$ cat src/rtl/lsu_queued.sv
// lsu_queued: in-order load/store queue driving an aligned memory bus.
// Unaligned full-width accesses are split into two aligned beats.
module lsu_queued #(
  parameter int ADDR_W = 16,
  parameter int DATA_W = 16,
  parameter int ID_W   = 1,
  parameter int DEPTH  = 4
) (
  input  logic              clk,
  input  logic              a_rst,
  input  logic [ADDR_W-1:0] rq_addr,
  input  logic              rq_wr_addr,
  input  logic [DATA_W-1:0] rq_data,
  input  logic              rq_width,
  input  logic              rq_cmd,
  input  logic [ID_W-1:0]   rq_t_id,
  input  logic              rq_start,
  output logic              rq_ack,
  input  logic              mem_rdy,
  input  logic [DATA_W-1:0] mem_rdata,
  output logic [ADDR_W-1:0] mem_addr,
  output logic [DATA_W-1:0] mem_wdata,
  output logic              mem_cmd,
  output logic [DATA_W/8-1:0] mem_be,
  output logic              mem_bus_assert,
  output logic              rs_valid,
  output logic [DATA_W-1:0] rs_data,
  output logic [ID_W-1:0]   rs_t_id
);

  localparam int NB = DATA_W / 8;
  localparam int OW = $clog2(NB);
  localparam int PW = $clog2(DEPTH);

  typedef enum logic [1:0] {IDLE, BEAT0, BEAT1} state_t;

  state_t state, state_nxt;

  logic [ADDR_W-1:0] q_addr [DEPTH];
  logic [DATA_W-1:0] q_data [DEPTH];
  logic              q_width [DEPTH];
  logic              q_cmd [DEPTH];
  logic [ID_W-1:0]   q_id [DEPTH];

  logic [PW-1:0]     wptr, rptr;
  logic [PW:0]       count, count_nxt;
  logic [ADDR_W-1:0] latch, eff;
  logic              full, push, pop, split;

  logic [ADDR_W-1:0] h_addr, base;
  logic [DATA_W-1:0] h_data;
  logic              h_width, h_cmd;
  logic [ID_W-1:0]   h_id;
  logic [OW-1:0]     off;
  logic [NB-1:0]     lo_mask, beat_be;

  logic [DATA_W-1:0] asm_q, merged, rd_word;

  function automatic logic [DATA_W-1:0] rotl(
    input logic [DATA_W-1:0] d,
    input logic [OW-1:0]     s
  );
    logic [DATA_W-1:0] r;
    r = '0;
    for (int i = 0; i < NB; i++)
      r[8*i +: 8] = d[8*((i - int'(s) + NB) % NB) +: 8];
    return r;
  endfunction

  function automatic logic [DATA_W-1:0] rotr(
    input logic [DATA_W-1:0] d,
    input logic [OW-1:0]     s
  );
    logic [DATA_W-1:0] r;
    r = '0;
    for (int i = 0; i < NB; i++)
      r[8*i +: 8] = d[8*((i + int'(s)) % NB) +: 8];
    return r;
  endfunction

  // A pop never frees a slot for the same cycle's request.
  assign full   = count == (PW+1)'(DEPTH);
  assign rq_ack = a_rst & rq_start & ~full;
  assign push   = rq_ack;
  assign eff    = rq_wr_addr ? rq_addr : latch;

  assign h_addr  = q_addr[rptr];
  assign h_data  = q_data[rptr];
  assign h_width = q_width[rptr];
  assign h_cmd   = q_cmd[rptr];
  assign h_id    = q_id[rptr];

  assign off     = h_addr[OW-1:0];
  assign base    = {h_addr[ADDR_W-1:OW], {OW{1'b0}}};
  assign split   = h_width & (off != '0);
  assign lo_mask = {NB{1'b1}} << off;

  assign mem_bus_assert = state != IDLE;

  assign pop = mem_rdy &
               (((state == BEAT0) & ~split) |
                (state == BEAT1));

  always_comb begin
    beat_be = NB'(1) << off;
    if (h_width)
      beat_be = (state == BEAT1) ? ~lo_mask : lo_mask;
  end

  always_comb begin
    mem_addr  = '0;
    mem_be    = '0;
    mem_wdata = '0;
    mem_cmd   = 1'b0;
    if (state != IDLE) begin
      mem_addr  = (state == BEAT1) ? base + ADDR_W'(NB) : base;
      mem_be    = beat_be;
      mem_wdata = rotl(h_data, off);
      mem_cmd   = h_cmd;
    end
  end

  always_comb begin
    merged = asm_q;
    for (int i = 0; i < NB; i++)
      if (mem_be[i]) merged[8*i +: 8] = mem_rdata[8*i +: 8];
  end

  assign rd_word = rotr(merged, off);

  always_comb begin
    count_nxt = count;
    if (push & ~pop)      count_nxt = count + (PW+1)'(1);
    else if (pop & ~push) count_nxt = count - (PW+1)'(1);
  end

  always_comb begin
    state_nxt = state;
    unique case (state)
      IDLE:  if (count_nxt != '0) state_nxt = BEAT0;
      BEAT0: if (mem_rdy) begin
        if (split)                 state_nxt = BEAT1;
        else if (count_nxt != '0) state_nxt = BEAT0;
        else                       state_nxt = IDLE;
      end
      BEAT1: if (mem_rdy)
        state_nxt = (count_nxt != '0) ? BEAT0 : IDLE;
      default: state_nxt = IDLE;
    endcase
  end

  always_ff @(posedge clk) begin
    if (push) begin
      q_addr[wptr]  <= eff;
      q_data[wptr]  <= rq_data;
      q_width[wptr] <= rq_width;
      q_cmd[wptr]   <= rq_cmd;
      q_id[wptr]    <= rq_t_id;
    end
  end

  always_ff @(posedge clk) begin
    if (!a_rst) begin
      state    <= IDLE;
      count    <= '0;
      wptr     <= '0;
      rptr     <= '0;
      latch    <= '0;
      asm_q    <= '0;
      rs_valid <= 1'b0;
      rs_data  <= '0;
      rs_t_id  <= '0;
    end else begin
      state <= state_nxt;
      count <= count_nxt;
      if (push) begin
        wptr <= wptr + PW'(1);
        if (rq_wr_addr) latch <= rq_addr;
      end
      if (pop) rptr <= rptr + PW'(1);
      if (mem_bus_assert & mem_rdy & ~h_cmd) asm_q <= merged;
      rs_valid <= pop & ~h_cmd;
      if (pop & ~h_cmd) begin
        rs_data <= h_width ? rd_word
                           : {{(DATA_W-8){1'b0}}, rd_word[7:0]};
        rs_t_id <= h_id;
      end
    end
  end

endmodule

$ cat config.mk
export PLATFORM = sky130hd
export DESIGN_NAME = lsu_queued
export DESIGN_NICKNAME = d
export VERILOG_FILES = /design/src/rtl/lsu_queued.sv
export SDC_FILE = /design/constraint.sdc
export NUM_CORES = 1
export LEC_CHECK = 0
export CAP_MARGIN = 20
export CORE_MARGIN = 3
export CORE_UTILIZATION = 55
export CTS_CLUSTER_SIZE = 16
export DETAILED_ROUTE_END_ITERATION = 10
export GPL_TIMING_DRIVEN = 0
export PLACE_DENSITY = 0.79
export SYNTH_ARGS = -nofsm -noshare
export SYNTH_HDL_FRONTEND = slang
export SYNTH_SLANG_ARGS = --single-unit
$ cat constraint.sdc
create_clock -name clk -period 6.37 [get_ports clk]
set_clock_uncertainty 0.2 [all_clocks]
set_input_delay 0.9555 -clock clk [delete_from_list [all_inputs] [get_ports clk]]
set_output_delay 0.9555 -clock clk [all_outputs]
set_load 0.02 [all_outputs]
==> impl_metrics.yaml <==
cells_and_area:
  final_layout_size_suffix_gt1_share_pct: 14.8
  area_growth_pct: 23.2
  layout.nets: 834
  most-common-layout-cells: "edfxtp_1 (140), clkdlybuf4s50_1 (107), nor2_1 (75)"
  diodes: 0
  design_area_um2: 10900
  final_common_cell: "edfxtp_1"
  finalCoreUtilization_pct: 70.5
logic_synthesis:
  synth_area_leaders: "edfxtp_1 (47%), dfxtp_1 (14%), mux4_2 (7.6%)"
  synthSimpleGateAreaFrac_pct: 10.0
  syn_area_um2: 8850
  synth_top_area_share_pct: 47.5
  post_synth_fa_ha_maj_area_fraction_pct: 1.13
  syn_area_per_cell_um2: 13.9
  syn_nets: 700
  synthCells: 636
  synth_warnings: 0
  synthMuxAreaShare_pct: 17.9
  synth_top_family_by_area: "multiplexers"
  synth-compound-area-share_pct: 5.62
  synth_seq_cells: 201
  yosys.cell_types.count: 58
  ys_seq_area_share_pct: 61.3
  yosysTopAreaCell: "edfxtp_1"
  synthXorXnorAreaFrac_pct: 1.09
clocking:
  post_cts_buffers: 0
  cts_resized: 0
  cts_buffers: 21
  clockBufferDepth: 3
  clk_pin_slew_worst_paths_ns: 0.06
  h-tree-depth: 1
  cts_tree: "done"
  clk_latency_ns: 0.49
  cts_hold_buf: 0
  cts_sinks: 201
  cts_root_buf: "clkbuf_16"
global_routing:
  grt_pass1_wl_um: 31600
  grtUsageTotal_pct: 22.4
  grt_antenna_before_repair: 0
  grt_overflow: 0
  grt_pass1_vias: 6030
  grt_max_degree: 31
critical_path:
  reg2regPathDepth: 6
  required_ns: 5.21
  r2r_setup_slack_ns: 3.47
  critical_path_class: "reg2out"
  cp.arrival_ns: 3.67
  reg2reg_to: "q_cmd[3]$_DFFE_PP_"
  crit_buf_inv: 3
  cp_slowest_cell: "clkdlybuf4s50_1"
  critPathLaunchType: "register"
  crit_path_frequent_cell: "buf_2"
  crit_family: "buffers and inverters"
  reg2reg_from: "count[0]$_SDFF_PN0_"
  path_cells: "buf_2 > buf_2 > mux4_2 > ha_1 > nand3_1 > or3_4 > or3_1 > a21oi_1 > clkdlybuf4s50_1"
  path_max_fanout: 10
  end_kind: "output pin"
  max_stage_delay_ns: 0.65
detailed_routing:
  drt_wl_total_um: 19800
  vias: 5847
  drcViolationCount: 0
  wl_per_cell_um: 19.9
  viasPerCell: 5.88
  first_pass_iters: 4
  antenna_left: 0
  first_iter_violations: 394
place:
  place_area_um2: 10300
  hpwlAfterDp_um: 13100
  place.gp.congestion: 0.867
  portBuffers: 107
timing:
  fin_crit_sh_pct: 75.7
  slew_headroom_pct: 55.2
  max_freq_ghz: 0.207
  drv_slew: 0
  rsz0062_at_grt: "false"
  fin_crit_ns: 4.82
  hold_viol_final: 0
  worst_slew_pin_slew_ns: 0.670
  setup_violations: 0
  finalSetupTns_ns: 0
floorplan:
  pin_count: 111
  die_h_um: 133
  die_width_um: 133
  die_area_um2: 17700
  fp-row-count: 45
  core_um2: 15500
  initial_core_util_pct: 57.2
worst_hold_path:
  hp-class: "reg2reg"
  worstHoldStart: "rs_data[13]$_SDFFE_PN0P_"
  min_delay_path_depth: 1
  min_to: "rs_data[13]$_SDFFE_PN0P_"
pwr:
  switching_share_pct: 29.6
  p_leak_nw: 3.74
  ir_drop_v: 0.000221
  clkPwrFrac_pct: 31.0
  share_comb_of_total_power_pct: 27.9
  intPower_mw: 2.59
  seqPwrFrac_pct: 41.0
  p_per_area_nw_per_um2: 338
  power_switching_mw: 1.09
status:
  outcome: "complete, no violations"
job:
  cap_viol_max_count: 0
[cell families (layout without fill, tap and decap cells)]
family	after synthesis	count (layout)
buffers and inverters	51	199
adder cells (fa/ha/maj)	8	8
multiplexers	98	98
other	1	1
AND/OR/NAND/NOR	190	190
flip-flops	201	201
AO/OA/AOI/OAI	76	76
XOR/XNOR	11	11
[cell type report]
type,instances,area [um^2]
Tap cell,211,264
Buffer,36,198
Clock inverter,8,62.6
Fill cell,1028,4570
Clock buffer,29,576
Multi-Input combinational cell,384,3180
Timing Repair Buffer,111,1150
Sequential cell,201,5430
Inverter,15,56.3
[metal layers]
metal  wire length, um  track usage [%]  vias up
met5                 0                0        -
met4               423             7.51        0
met3              1530             4.18       37
met2              9840             38.3      279
met1              7970             29.1     2855
li1                  -                -     2676
[flip-flops by register name, summed over array words and instances, names as in the netlist, 4 cells and up, named ones only]
signal	cells
q_addr	64
q_data	64
asm_q	16
latch	16
rs_data	16
q_cmd	4
q_id	4
q_width	4
[Yosys cell counts (all sizes together)]
library cell and count:
nor3b 1, a21oi 27, and4 1, mux4 43, o32ai 1, nor3 21, and3 6, ha 8
a31oi 11, clkbuf 17, a211o 1, nand2 57, and2 2, a21boi 1, nand4 4, or4 1
a21o 1, or3 7, nor2 77, a21bo 1, xor2 2, o2111ai 1, a22o 2, mux2i 37
o211ai 2, conb 1, o2bb2ai 9, nand3 7, edfxtp 140, nand2b 2, dfxtp 61, inv 15
buf 19, xnor2 9, o22ai 8, o21ai 11, nand3b 1, mux2 18, nor2b 3
[per-stage QoR]
step | hold WS (ns) | cells | total power, mW | setup WS (ns)
6_report | 0.274 | 995 | 3.69 | 1.55
5_1_grt | 0.289 | 995 | 3.85 | 1.30
4_1_cts | 0.270 | 995 | 3.70 | 1.53
3_5_place_dp | 0.254 | 958 | 2.56 | 2.06
3_3_place_gp | 0.247 | 954 | 2.53 | 1.77
2_1_floorplan | 0.266 | 636 | 2.19 | 2.85
[power groups by stage]
stage | clock network [mW] | registers, mW | logic (mW)
2_1_floorplan | 0 | 1.54 | 0.655
3_3_place_gp | 0 | 1.54 | 0.990
3_5_place_dp | 0 | 1.54 | 1.02
4_1_cts | 1.16 | 1.51 | 1.03
5_1_grt | 1.22 | 1.52 | 1.11
6_report | 1.14 | 1.51 | 1.03
[worst max path at each step]
stage,startpoint,endpoint,slack [ns],cells past startpoint
3_3_place_gp,rq_start,q_data[2][4]$_DFFE_PP_,1.77,4
3_5_place_dp,register,mem_addr[15],2.06,9
2_1_floorplan,register,mem_addr[15],2.85,8
6_report,register,mem_addr[15],1.55,9
5_1_grt,register,mem_addr[15],1.30,9
4_1_cts,register,mem_addr[15],1.53,9
No activity file was read; power rests on OpenSTA's default activity.
